<file path="config.mk">
export PLATFORM = sky130hd
export DESIGN_NAME = rt_transmit
export DESIGN_NICKNAME = d
export VERILOG_FILES = /design/src/rtl/rt_transmit.sv
export SDC_FILE = /design/constraint.sdc
export NUM_CORES = 1
export LEC_CHECK = 0
export ABC_AREA = 1
export CELL_PAD_IN_SITES_DETAIL_PLACEMENT = 1
export CELL_PAD_IN_SITES_GLOBAL_PLACEMENT = 2
export CORE_ASPECT_RATIO = 1.2
export CORE_MARGIN = 3
export CORE_UTILIZATION = 38
export CTS_BUF_LIST = sky130_fd_sc_hd__clkbuf_4 sky130_fd_sc_hd__clkbuf_8 sky130_fd_sc_hd__clkbuf_16
export DETAILED_ROUTE_END_ITERATION = 10
export GPL_TIMING_DRIVEN = 0
export MAX_ROUTING_LAYER = met4
export PLACE_DENSITY_LB_ADDON = 0.1
export SLEW_MARGIN = 20
export SYNTH_ARGS = -nofsm -noshare
export SYNTH_HDL_FRONTEND = slang
export SYNTH_SLANG_ARGS = --single-unit
</file>
<file path="constraint.sdc">
create_clock -name clk -period 2.65 [get_ports clk]
set_input_delay 0.265 -clock clk [delete_from_list [all_inputs] [get_ports clk]]
set_output_delay 0.265 -clock clk [all_outputs]
set_load 0.05 [all_outputs]
</file>
<file path="src/rtl/rt_transmit.sv">
// Remote-terminal transmit sequencer: answers a transmit command with a status word followed by data words from a 32x16 buffer.
// Optional encoder watchdog enabled by defining RT_TX_TIMEOUT_EN.
module rt_transmit #(
  parameter logic [4:0] ADDRESS = 5'd1
) (
  input  logic        clk,
  input  logic        reset,
  input  logic        start,
  input  logic [15:0] cmd_word,
  input  logic        p_error,
  input  logic        mem_we,
  input  logic [4:0]  mem_addr,
  input  logic [15:0] mem_wdata,
  input  logic        tx_done,
  output logic [15:0] tx_data,
  output logic        tx_cd,
  output logic        tx_ready,
  output logic        busy,
  output logic        done,
  output logic        timeout_err
);

  typedef enum logic [2:0] {
    IDLE, DECODE, LOAD_OS, SEND_OS, FETCH, LOAD_DW, SEND_DW, FINISH
  } state_t;

  state_t      state;
  logic [4:0]  cmd_addr;
  logic        cmd_tr;
  logic [4:0]  cmd_wc;
  logic        perr_q;
  logic        me_flag;
  logic [5:0]  word_total;
  logic [5:0]  sent;
  logic [4:0]  rd_ptr;
  logic [15:0] mem [0:31];
  logic [15:0] rd_data;

  // Host write port and read port share one clock; a same-address read returns the old word.
  always_ff @(posedge clk) begin
    if (mem_we) mem[mem_addr] <= mem_wdata;
    rd_data <= mem[rd_ptr];
  end

`ifdef RT_TX_TIMEOUT_EN
  logic [11:0] to_cnt;
`else
  assign timeout_err = 1'b0;
`endif

  always_ff @(posedge clk or posedge reset) begin
    if (reset) begin
      state      <= IDLE;
      cmd_addr   <= '0;
      cmd_tr     <= 1'b0;
      cmd_wc     <= '0;
      perr_q     <= 1'b0;
      me_flag    <= 1'b0;
      word_total <= '0;
      sent       <= '0;
      rd_ptr     <= '0;
      tx_data    <= '0;
      tx_cd      <= 1'b0;
      tx_ready   <= 1'b0;
      busy       <= 1'b0;
      done       <= 1'b0;
`ifdef RT_TX_TIMEOUT_EN
      to_cnt      <= '0;
      timeout_err <= 1'b0;
`endif
    end else begin
      done <= 1'b0;
`ifdef RT_TX_TIMEOUT_EN
      timeout_err <= 1'b0;
`endif
      case (state)
        IDLE: begin
          tx_data  <= '0;
          tx_cd    <= 1'b0;
          tx_ready <= 1'b0;
          if (start && !busy) begin
            cmd_addr <= cmd_word[15:11];
            cmd_tr   <= cmd_word[10];
            cmd_wc   <= cmd_word[4:0];
            perr_q   <= p_error;
            busy     <= 1'b1;
            state    <= DECODE;
          end else begin
            busy <= 1'b0;
          end
        end
        DECODE: begin
          if (cmd_addr != ADDRESS || !cmd_tr) begin
            state <= IDLE;
          end else if (perr_q) begin
            me_flag <= 1'b1;
            state   <= IDLE;
          end else begin
            word_total <= (cmd_wc == 5'd0) ? 6'd32 : {1'b0, cmd_wc};
            state      <= LOAD_OS;
          end
        end
        LOAD_OS: begin
          tx_data  <= {ADDRESS, me_flag, 10'd0};
          tx_cd    <= 1'b1;
          tx_ready <= 1'b1;
          me_flag  <= 1'b0;
`ifdef RT_TX_TIMEOUT_EN
          to_cnt   <= '0;
`endif
          state    <= SEND_OS;
        end
        SEND_OS, SEND_DW: begin
          if (tx_done) begin
            tx_ready <= 1'b0;
            if (state == SEND_OS) begin
              state <= FETCH;
            end else if (sent + 6'd1 == word_total) begin
              sent  <= sent + 6'd1;
              state <= FINISH;
            end else begin
              sent   <= sent + 6'd1;
              rd_ptr <= rd_ptr + 5'd1;
              state  <= FETCH;
            end
          end
`ifdef RT_TX_TIMEOUT_EN
          // Count would reach 4095 on this edge: abort so timeout_err lands 4095 cycles after tx_ready rose.
          else if (to_cnt == 12'd4094) begin
            timeout_err <= 1'b1;
            tx_ready    <= 1'b0;
            tx_data     <= '0;
            tx_cd       <= 1'b0;
            sent        <= '0;
            rd_ptr      <= '0;
            to_cnt      <= '0;
            state       <= IDLE;
          end else begin
            to_cnt <= to_cnt + 12'd1;
          end
`endif
        end
        FETCH: begin
          state <= LOAD_DW;
        end
        LOAD_DW: begin
          tx_data  <= rd_data;
          tx_cd    <= 1'b0;
          tx_ready <= 1'b1;
`ifdef RT_TX_TIMEOUT_EN
          to_cnt   <= '0;
`endif
          state    <= SEND_DW;
        end
        FINISH: begin
          done    <= 1'b1;
          sent    <= '0;
          rd_ptr  <= '0;
          tx_data <= '0;
          tx_cd   <= 1'b0;
          state   <= IDLE;
        end
        default: state <= IDLE;
      endcase
    end
  end

endmodule
</file>
==> qor.tcl, run 1 <==
set qor(start_util_pct) 38.5
set qor(syn_area_per_cell_um2) 12.5
set qor(register_area_share_after_synthesis_pct) 73.9
set qor(die_height_um) 276
set qor(drt_first_pass_iters) 5
set qor(cts.reportedPaths.clkPinSlew_ns) 0.06
set qor(detail_route.iter0.violations) 1741
set qor(count_of_maximum_capacitance_violations) 0
set qor(asyncSetResetFlopFracSynth_pct) 9.12
set qor(warning_count_from_the_yosys_run) 0
set qor(cp_data_arrival_time_ns) 3.07
set qor(fin_nets) 2038
set qor(port_buffers) 57
set qor(critical_path.startpoint_type) {flop}
set qor(num-fill-cells) 6294
set qor(worst_reg2reg_startpoint) {rd_ptr[0]}
set qor(floorplan.die.width_um) 231
set qor(ant_nets) 0
set qor(core.rowCount) 98
set qor(critPathKind) {reg2reg}
set qor(synth_nets) 1889
set qor(post_synth_inst_count) 1844
set qor(finalCritPeriodShare_pct) 96.9
set qor(seqCellArea_um2) 17000
set qor(clockBufferDepth) 3
set qor(vias_per_cell) 5.53
set qor(wire_per_inst_um) 27.5
set qor(detail_route.wirelength_um) 78200
set qor(postCtsSetupBuffers) 0
set qor(gr-total-overflow) 0
set qor(drive_gt1_share_pct) 12.1
set qor(layout.cell_area.non_filler_um2) 27200
set qor(synth_enable_flop_cells) 512
set qor(share_seq_of_total_power_pct) 38.0
set qor(switching_power_mw) 10.7
set qor(synth_cell_type_count) 35
set qor(antenna_found_initial) 0
set qor(clock-skew-final_ns) 0.0136
set qor(netSwitchingFraction_pct) 37.7
set qor(root_buffer) {sky130_fd_sc_hd__clkbuf_16}
set qor(timing.critical_path.required_ns) 3.16
set qor(maxClockFrequency_mhz) 390
set qor(global_route.usage.total_pct) 25.2
set qor(slew_headroom_pct) 43.1
set qor(placement.cell_area_um2) 25200
set qor(internal_power_mw) 17.7
set qor(worstHoldStart) {mem_wdata[6]}
set qor(timing.final.max_slew_violations) 0
set qor(maximum_number_of_pins_on_one_net_before_global_route_repair) 44
set qor(die_area_um2) 63700
set qor(post-synth-top-area-cell) {sky130_fd_sc_hd__edfxtp_1}
set qor(tritoncts) {built}
set qor(status) {finished, final reports clean}
set qor(final.min_clock_period_ns) 2.57
set qor(synth_area_leaders) {sky130_fd_sc_hd__edfxtp_1 (67%), sky130_fd_sc_hd__nor2_1 (5.9%), sky130_fd_sc_hd__dfrtp_1 (5.8%)}
set qor(layout_commonest_cell) {sky130_fd_sc_hd__edfxtp_1}
set qor(clkLatencyLatePin_ns) 0.63
set qor(pwr-share-clk_pct) 29.3
set qor(grt_pass1_wl_um) 111000
set qor(grt_setup_unrepaired) {yes}
set qor(report.final.setup_viol) 0
set qor(finalWeightedCongestion) 0.869
set qor(finalHoldViolCount) 0
set qor(antenna-diode-count) 0
set qor(clkSinkCount) 581
set qor(detail_route.drc_violations) 0
set qor(cts-htree-levels) 2
set qor(synthesis_to_layout_area_growth_pct) 17.8
set qor(timing_worst_slew_pin_value_ns) 0.850
set qor(mappedNetlistArea_um2) 23000
set qor(cp_max_fo) 10
set qor(ir_worst_vdd_mv) 0.576
set qor(top_ports) 64
set qor(ys_dominant_reg_cell) {sky130_fd_sc_hd__edfxtp_1}
set qor(crit_end_element) {flop}
set qor(dp_hpwl_um) 53600
set qor(dr_vias) 15700
set qor(power.combinational.fraction_pct) 32.7
set qor(numCtsBuffers) 60
set qor(first_global_vias) 15700
set qor(power.static_leakage_nw) 9.25
set qor(power.density_cell_area_nw_per_um2) 1040
set qor(fp.coreArea_um2) 59800
set qor(worst_setup_path_startpoint) {rd_ptr[0]}
set qor(multi_input_area_um2) 5250
set qor(synth_top_area_share_pct) 66.7
set qor(ys_ff_latch) 581
set qor(final_cell_mix) {sky130_fd_sc_hd__edfxtp_1 (512), sky130_fd_sc_hd__nor2_1 (330), sky130_fd_sc_hd__o21ai_0 (219), sky130_fd_sc_hd__nand2_1 (140), sky130_fd_sc_hd__inv_1 (88)}
set qor(fin_worst_hold_slack_ns) 0.0245
set qor(min_path_type) {in2reg}
-- metrics by stage --
stage | setup slack [ns] | utilization (%) | power [mW] | instances | TNS [ns]
2_1_floorplan | 1.00 | - | 16.0 | 1844 | 0
3_3_place_gp | -0.815 | 41.1 | 20.1 | 2701 | -269.33
3_5_place_dp | -0.186 | 42.1 | 20.2 | 2728 | -9.59
4_1_cts | 0.000218 | 45.4 | 28.5 | 2844 | 0
5_1_grt | -0.00158 | 45.4 | 29.6 | 2844 | -0.00177
6_report | 0.0828 | 45.4 | 28.4 | 2844 | 0
-- flip-flops by register name, indices dropped and copies added (netlist names) --
signal and count:
sent 6, state 3, mem 512, cmd_tr 1, tx_ready 1, tx_cd 1, word_total 6, perr_q 1
me_flag 1, rd_ptr 5, done 1, busy 1, tx_data 16, cmd_addr 5, rd_data 16, cmd_wc 5
-- power groups by stage --
stage | Sequential (mW) | Clock [mW] | Combinational (mW)
final | 10.8 | 8.32 | 9.28
after global placement | 11.0 | 0 | 9.10
after CTS | 10.8 | 8.45 | 9.31
after detailed placement | 11.0 | 0 | 9.26
after global routing | 10.8 | 8.83 | 9.95
after floorplan | 11.2 | 0 | 4.81
-- per-layer routing --
metal | routed length, µm | share of wire, % | global-route usage, %
met1 | 33400 | 43 | 32.8
met2 | 38100 | 49 | 41.5
met3 | 3980 | 5.1 | 2.85
met4 | 2770 | 3.5 | 8.08
met5 | 0 | 0 | -
-- logic make-up (layout without fill, tap and decap cells) --
logic type                 Yosys count  after routing  synth area share (%)
and+or+nand+nor                    606            606                  10.6
DFF                                581            581                  73.9
AOI/OAI and AO/OA                  440            440                  10.8
buffers and inverters              202            402                  4.07
muxes                                8              8                 0.391
xor gates and xnor gates             4              4                 0.152
adders and majority gates            2              2                 0.109
other                                1              1                0.0163
-- layout make-up --
cell class / instances / share of cell area, %
buffer: 110 / 2.25
multi-input combinational: 1061 / 19.3
clock buffer: 77 / 6.09
clock inverter: 36 / 0.967
tap: 800 / 3.69
sequential: 581 / 62.7
timing repair buffer: 87 / 3.71
inverter: 92 / 1.28
-- cell usage after synthesis (7+ instances only) --
| master | number |
|---|---|
| sky130_fd_sc_hd__edfxtp_1 | 512 |
| sky130_fd_sc_hd__nor2_1 | 362 |
| sky130_fd_sc_hd__o21ai_0 | 221 |
| sky130_fd_sc_hd__nand2_1 | 140 |
| sky130_fd_sc_hd__inv_1 | 89 |
| sky130_fd_sc_hd__o22ai_1 | 80 |
| sky130_fd_sc_hd__nand3_1 | 70 |
| sky130_fd_sc_hd__o211ai_1 | 60 |
| sky130_fd_sc_hd__o21ai_1 | 58 |
| sky130_fd_sc_hd__clkbuf_1 | 57 |
| sky130_fd_sc_hd__dfrtp_1 | 53 |
| sky130_fd_sc_hd__nand4_1 | 27 |
| sky130_fd_sc_hd__buf_2 | 26 |
| sky130_fd_sc_hd__buf_6 | 16 |
| sky130_fd_sc_hd__dfxtp_1 | 16 |
| sky130_fd_sc_hd__a21oi_1 | 8 |
| sky130_fd_sc_hd__mux2_2 | 8 |
| sky130_fd_sc_hd__buf_4 | 7 |
-- final timing paths --
path	depth (start not counted)	end	slack, ns
hold reg to reg	2	tx_data[8]	0.45
max in group asynchronous	4	sent[4]	1.72
hold / removal	1	mem[23][6]	0.02
setup / recovery	9	rd_data[1]	0.08
setup reg to reg	9	rd_data[1]	0.08
min in group asynchronous	3	tx_data[12]	0.45
-- worst max-delay path, cell delays in order, from the launching register on --
cell	delay, ns
sky130_fd_sc_hd__dfrtp_2	0.53
sky130_fd_sc_hd__inv_2	0.14
sky130_fd_sc_hd__buf_6	0.18
sky130_fd_sc_hd__clkbuf_2	0.26
sky130_fd_sc_hd__o21ai_0	0.29
sky130_fd_sc_hd__o211ai_1	0.14
sky130_fd_sc_hd__nand3_1	0.21
sky130_fd_sc_hd__nand3_1	0.27
sky130_fd_sc_hd__o21ai_1	0.32
sky130_fd_sc_hd__inv_1	0.08
-- repair_timing --
action,CTS,global route
resized for setup,8,13
endpoints found under the setup margin,14,10
pin swaps,3,3
endpoints found under the hold margin,18,0
hold buffers,3,0
Note: power is estimated with default switching activity, not from simulation.
==> run 2: changes to the inputs <==
==> constraint.sdc (replaced) <==
create_clock -name clk -period 2.65 [get_ports clk]
set_input_delay 0.265 -clock clk [delete_from_list [all_inputs] [get_ports clk]]
set_output_delay 0.265 -clock clk [all_outputs]
set_load 0.01 [all_outputs]
==> results of run 2 <==
Same layout as run 1 (identical final DEF). Status: finished, final reports clean.
Main changes from that run: total power 28.4 mW -> 28.1 mW
==> run 3: changes to the inputs <==
--- a/config.mk
+++ b/config.mk
@@ -9,7 +9,7 @@
 export CELL_PAD_IN_SITES_DETAIL_PLACEMENT = 1
 export CELL_PAD_IN_SITES_GLOBAL_PLACEMENT = 2
 export CORE_ASPECT_RATIO = 1.2
-export CORE_MARGIN = 3
+export CORE_MARGIN = 10
 export CORE_UTILIZATION = 38
 export CTS_BUF_LIST = sky130_fd_sc_hd__clkbuf_4 sky130_fd_sc_hd__clkbuf_8 sky130_fd_sc_hd__clkbuf_16
 export DETAILED_ROUTE_END_ITERATION = 10
==> qor.tcl, run 3 (synthesis gave the netlist of run 1 again) <==
set qor(final.min_clock_period_ns) 2.54 ;# was 2.57 ns
set qor(cp_data_arrival_time_ns) 3.09 ;# was 3.07 ns
set qor(postLayoutCoreUtil_pct) 45.5 ;# was 45.4%
set qor(reg_top3) {mem: 512 flops, rd_data: 16 flops, tx_data: 16 flops} ;# unchanged
set qor(die_height_um) 290 ;# was 276 µm
set qor(maxClockFrequency_mhz) 394 ;# was 390 MHz
set qor(power.density_cell_area_nw_per_um2) 1020 ;# was 1030 nW/µm²
set qor(total_power_mw) 27.8 ;# was 28.1 mW
set qor(clkSinkCount) 581 ;# unchanged
set qor(clkLatencyLatePin_ns) 0.63 ;# about the same
set qor(layout_commonest_cell) {sky130_fd_sc_hd__edfxtp_1} ;# unchanged
set qor(cts-htree-levels) 2 ;# unchanged
set qor(detail_route.iter0.violations) 1355 ;# was 1741
set qor(timing.critical_path.required_ns) 3.21 ;# was 3.16 ns
set qor(clock-skew-final_ns) 0.0236 ;# was 0.0136 ns
set qor(final_critical_path_setup_slack_ns) 0.113 ;# was 0.0828 ns
set qor(dp_hpwl_um) 54500 ;# was 53600 µm
set qor(cp_max_fo) 10 ;# unchanged
set qor(min_path_type) {in2reg} ;# unchanged
set qor(critPathKind) {reg2reg} ;# unchanged
set qor(dr_vias) 15400 ;# was 15700
set qor(detail_route.drc_violations) 0 ;# unchanged
set qor(fp.coreArea_um2) 59800 ;# unchanged
set qor(drt_first_pass_iters) 5 ;# unchanged
set qor(drive_gt1_share_pct) 12.9 ;# was 12.1%
set qor(maximum_number_of_pins_on_one_net_before_global_route_repair) 54 ;# was 44
set qor(finalCritPeriodShare_pct) 95.7 ;# was 96.9%
set qor(crit_end_element) {flop} ;# unchanged
set qor(finalWeightedCongestion) 0.860 ;# was 0.869
set qor(die_area_um2) 70900 ;# was 63700 µm²
set qor(gr-total-overflow) 0 ;# unchanged
set qor(slew_headroom_pct) 45.7 ;# was 43.1%
set qor(floorplan.die.width_um) 245 ;# was 231 µm
set qor(top_ports) 64 ;# unchanged
set qor(fin_nets) 2048 ;# was 2038
set qor(num-fill-cells) 6254 ;# was 6294
set qor(global_route.usage.total_pct) 22.6 ;# was 25.2%
set qor(report.final.setup_viol) 0 ;# unchanged
set qor(totalNegativeSetupSlack_ns) 0 ;# unchanged
set qor(placedCellCount) 2735 ;# was 2728
set qor(final_cell_mix) {sky130_fd_sc_hd__edfxtp_1 (512), sky130_fd_sc_hd__nor2_1 (330), sky130_fd_sc_hd__o21ai_0 (221), sky130_fd_sc_hd__nand2_1 (140), sky130_fd_sc_hd__inv_1 (88)} ;# was sky130_fd_sc_hd__edfxtp_1 (512), sky130_fd_sc_hd__nor2_1 (330), sky130_fd_sc_hd__o21ai_0 (219), sky130_fd_sc_hd__nand2_1 (140), sky130_fd_sc_hd__inv_1 (88)
set qor(count_of_maximum_capacitance_violations) 0 ;# unchanged
set qor(vias_per_cell) 5.41 ;# was 5.53
set qor(antenna_found_initial) 3 ;# was 0
set qor(grt_setup_unrepaired) {no} ;# was yes
set qor(ir_worst_vdd_mv) 0.586 ;# was 0.576 mV
set qor(detail_route.wirelength_um) 77800 ;# was 78200 µm
set qor(max_flop_register) {mem} ;# unchanged
set qor(layout.cell_area.non_filler_um2) 27200 ;# about the same
set qor(finalHoldViolCount) 0 ;# unchanged
set qor(largest_register_ff_count) 512 ;# unchanged
set qor(grt_pass1_wl_um) 113000 ;# was 111000 µm
set qor(cts.reportedPaths.clkPinSlew_ns) 0.06 ;# about the same
set qor(port_buffers) 57 ;# unchanged
set qor(power.static_leakage_nw) 9.31 ;# was 9.25 nW
set qor(timing.final.max_slew_violations) 0 ;# unchanged
set qor(timing_worst_slew_pin_value_ns) 0.812 ;# was 0.850 ns
set qor(tritoncts) {built} ;# unchanged
set qor(wire_per_inst_um) 27.3 ;# was 27.5 µm
set qor(clockBufferDepth) 3 ;# unchanged
set qor(pre_cts_ws_ns) -0.391 ;# was -0.186 ns
set qor(numCtsBuffers) 60 ;# unchanged
set qor(status) {finished, final reports clean} ;# unchanged
set qor(start_util_pct) 38.5 ;# unchanged
set qor(first_global_vias) 16100 ;# was 15700
set qor(fin_worst_hold_slack_ns) 0.0892 ;# was 0.0245 ns
set qor(root_buffer) {sky130_fd_sc_hd__clkbuf_16} ;# unchanged
set qor(critical_path.startpoint_type) {flop} ;# unchanged
set qor(synthesis_to_layout_area_growth_pct) 18.0 ;# was 17.8%
set qor(finish.cell_count_without_fillers) 2854 ;# was 2844
set qor(ant_nets) 0 ;# unchanged
set qor(core.rowCount) 98 ;# unchanged
set qor(placement.cell_area_um2) 25300 ;# was 25200 µm²
==> run 3: layout make-up <==
type	instances	area [µm²]	area share (%)
antenna	1	2.50	0.00920
buffer	110	611	2.24
clock buffer	83	1720	6.33
clock inverter	29	135	0.497
inverter	92	352	1.29
multi-input combinational	1061	5250	19.3
sequential	581	17000	62.6
tap	800	1000	3.68
timing repair buffer	97	1110	4.08
==> run 3: worst paths after layout <==
check,slack (ns),startpoint,depth (start not counted),endpoint
setup / recovery,0.11,rd_ptr[0],8,rd_data[15]
hold / removal,0.09,mem_wdata[0],1,mem[10][0]
setup reg to reg,0.11,rd_ptr[0],8,rd_data[15]
hold reg to reg,0.45,rd_data[0],2,tx_data[0]
max in group asynchronous,2.02,reset,2,rd_ptr[0]
min in group asynchronous,0.11,reset,2,tx_cd
==> run 3: where the power goes <==
part	leakage [nW]	switching (mW)	internal (mW)	total (mW)
logic	2.93	6.48	2.53	9.01
clock network	0.950	3.51	4.51	8.03
registers	5.43	0.271	10.5	10.8
total	9.31	10.3	17.5	27.8
==> run 3: routing by layer <==
layer / track usage (%) / wire, µm / part of all wire, %
met5: - / 0 / 0
met4: 7.43 / 2750 / 3.5
met3: 3.44 / 4110 / 5.3
met2: 37.0 / 37700 / 48
met1: 28.4 / 33200 / 43
==> run 3: what timing repair did <==
action	CTS	global route
resized for setup	10	15
gates cloned	0	0
hold buffers	4	0
setup buffers	0	2
pin swaps	0	1
setup endpoints to repair	13	15
hold endpoints to repair	19	0
==> run 3: critical path, stage by stage (launching register included) <==
cell                       delay, ns
sky130_fd_sc_hd__dfrtp_2        0.48
sky130_fd_sc_hd__buf_6          0.22
sky130_fd_sc_hd__clkbuf_1       0.49
sky130_fd_sc_hd__o21ai_0        0.20
sky130_fd_sc_hd__o211ai_1       0.28
sky130_fd_sc_hd__nand3_1        0.38
sky130_fd_sc_hd__nand4_1        0.22
sky130_fd_sc_hd__o21ai_2        0.13
sky130_fd_sc_hd__inv_1          0.07
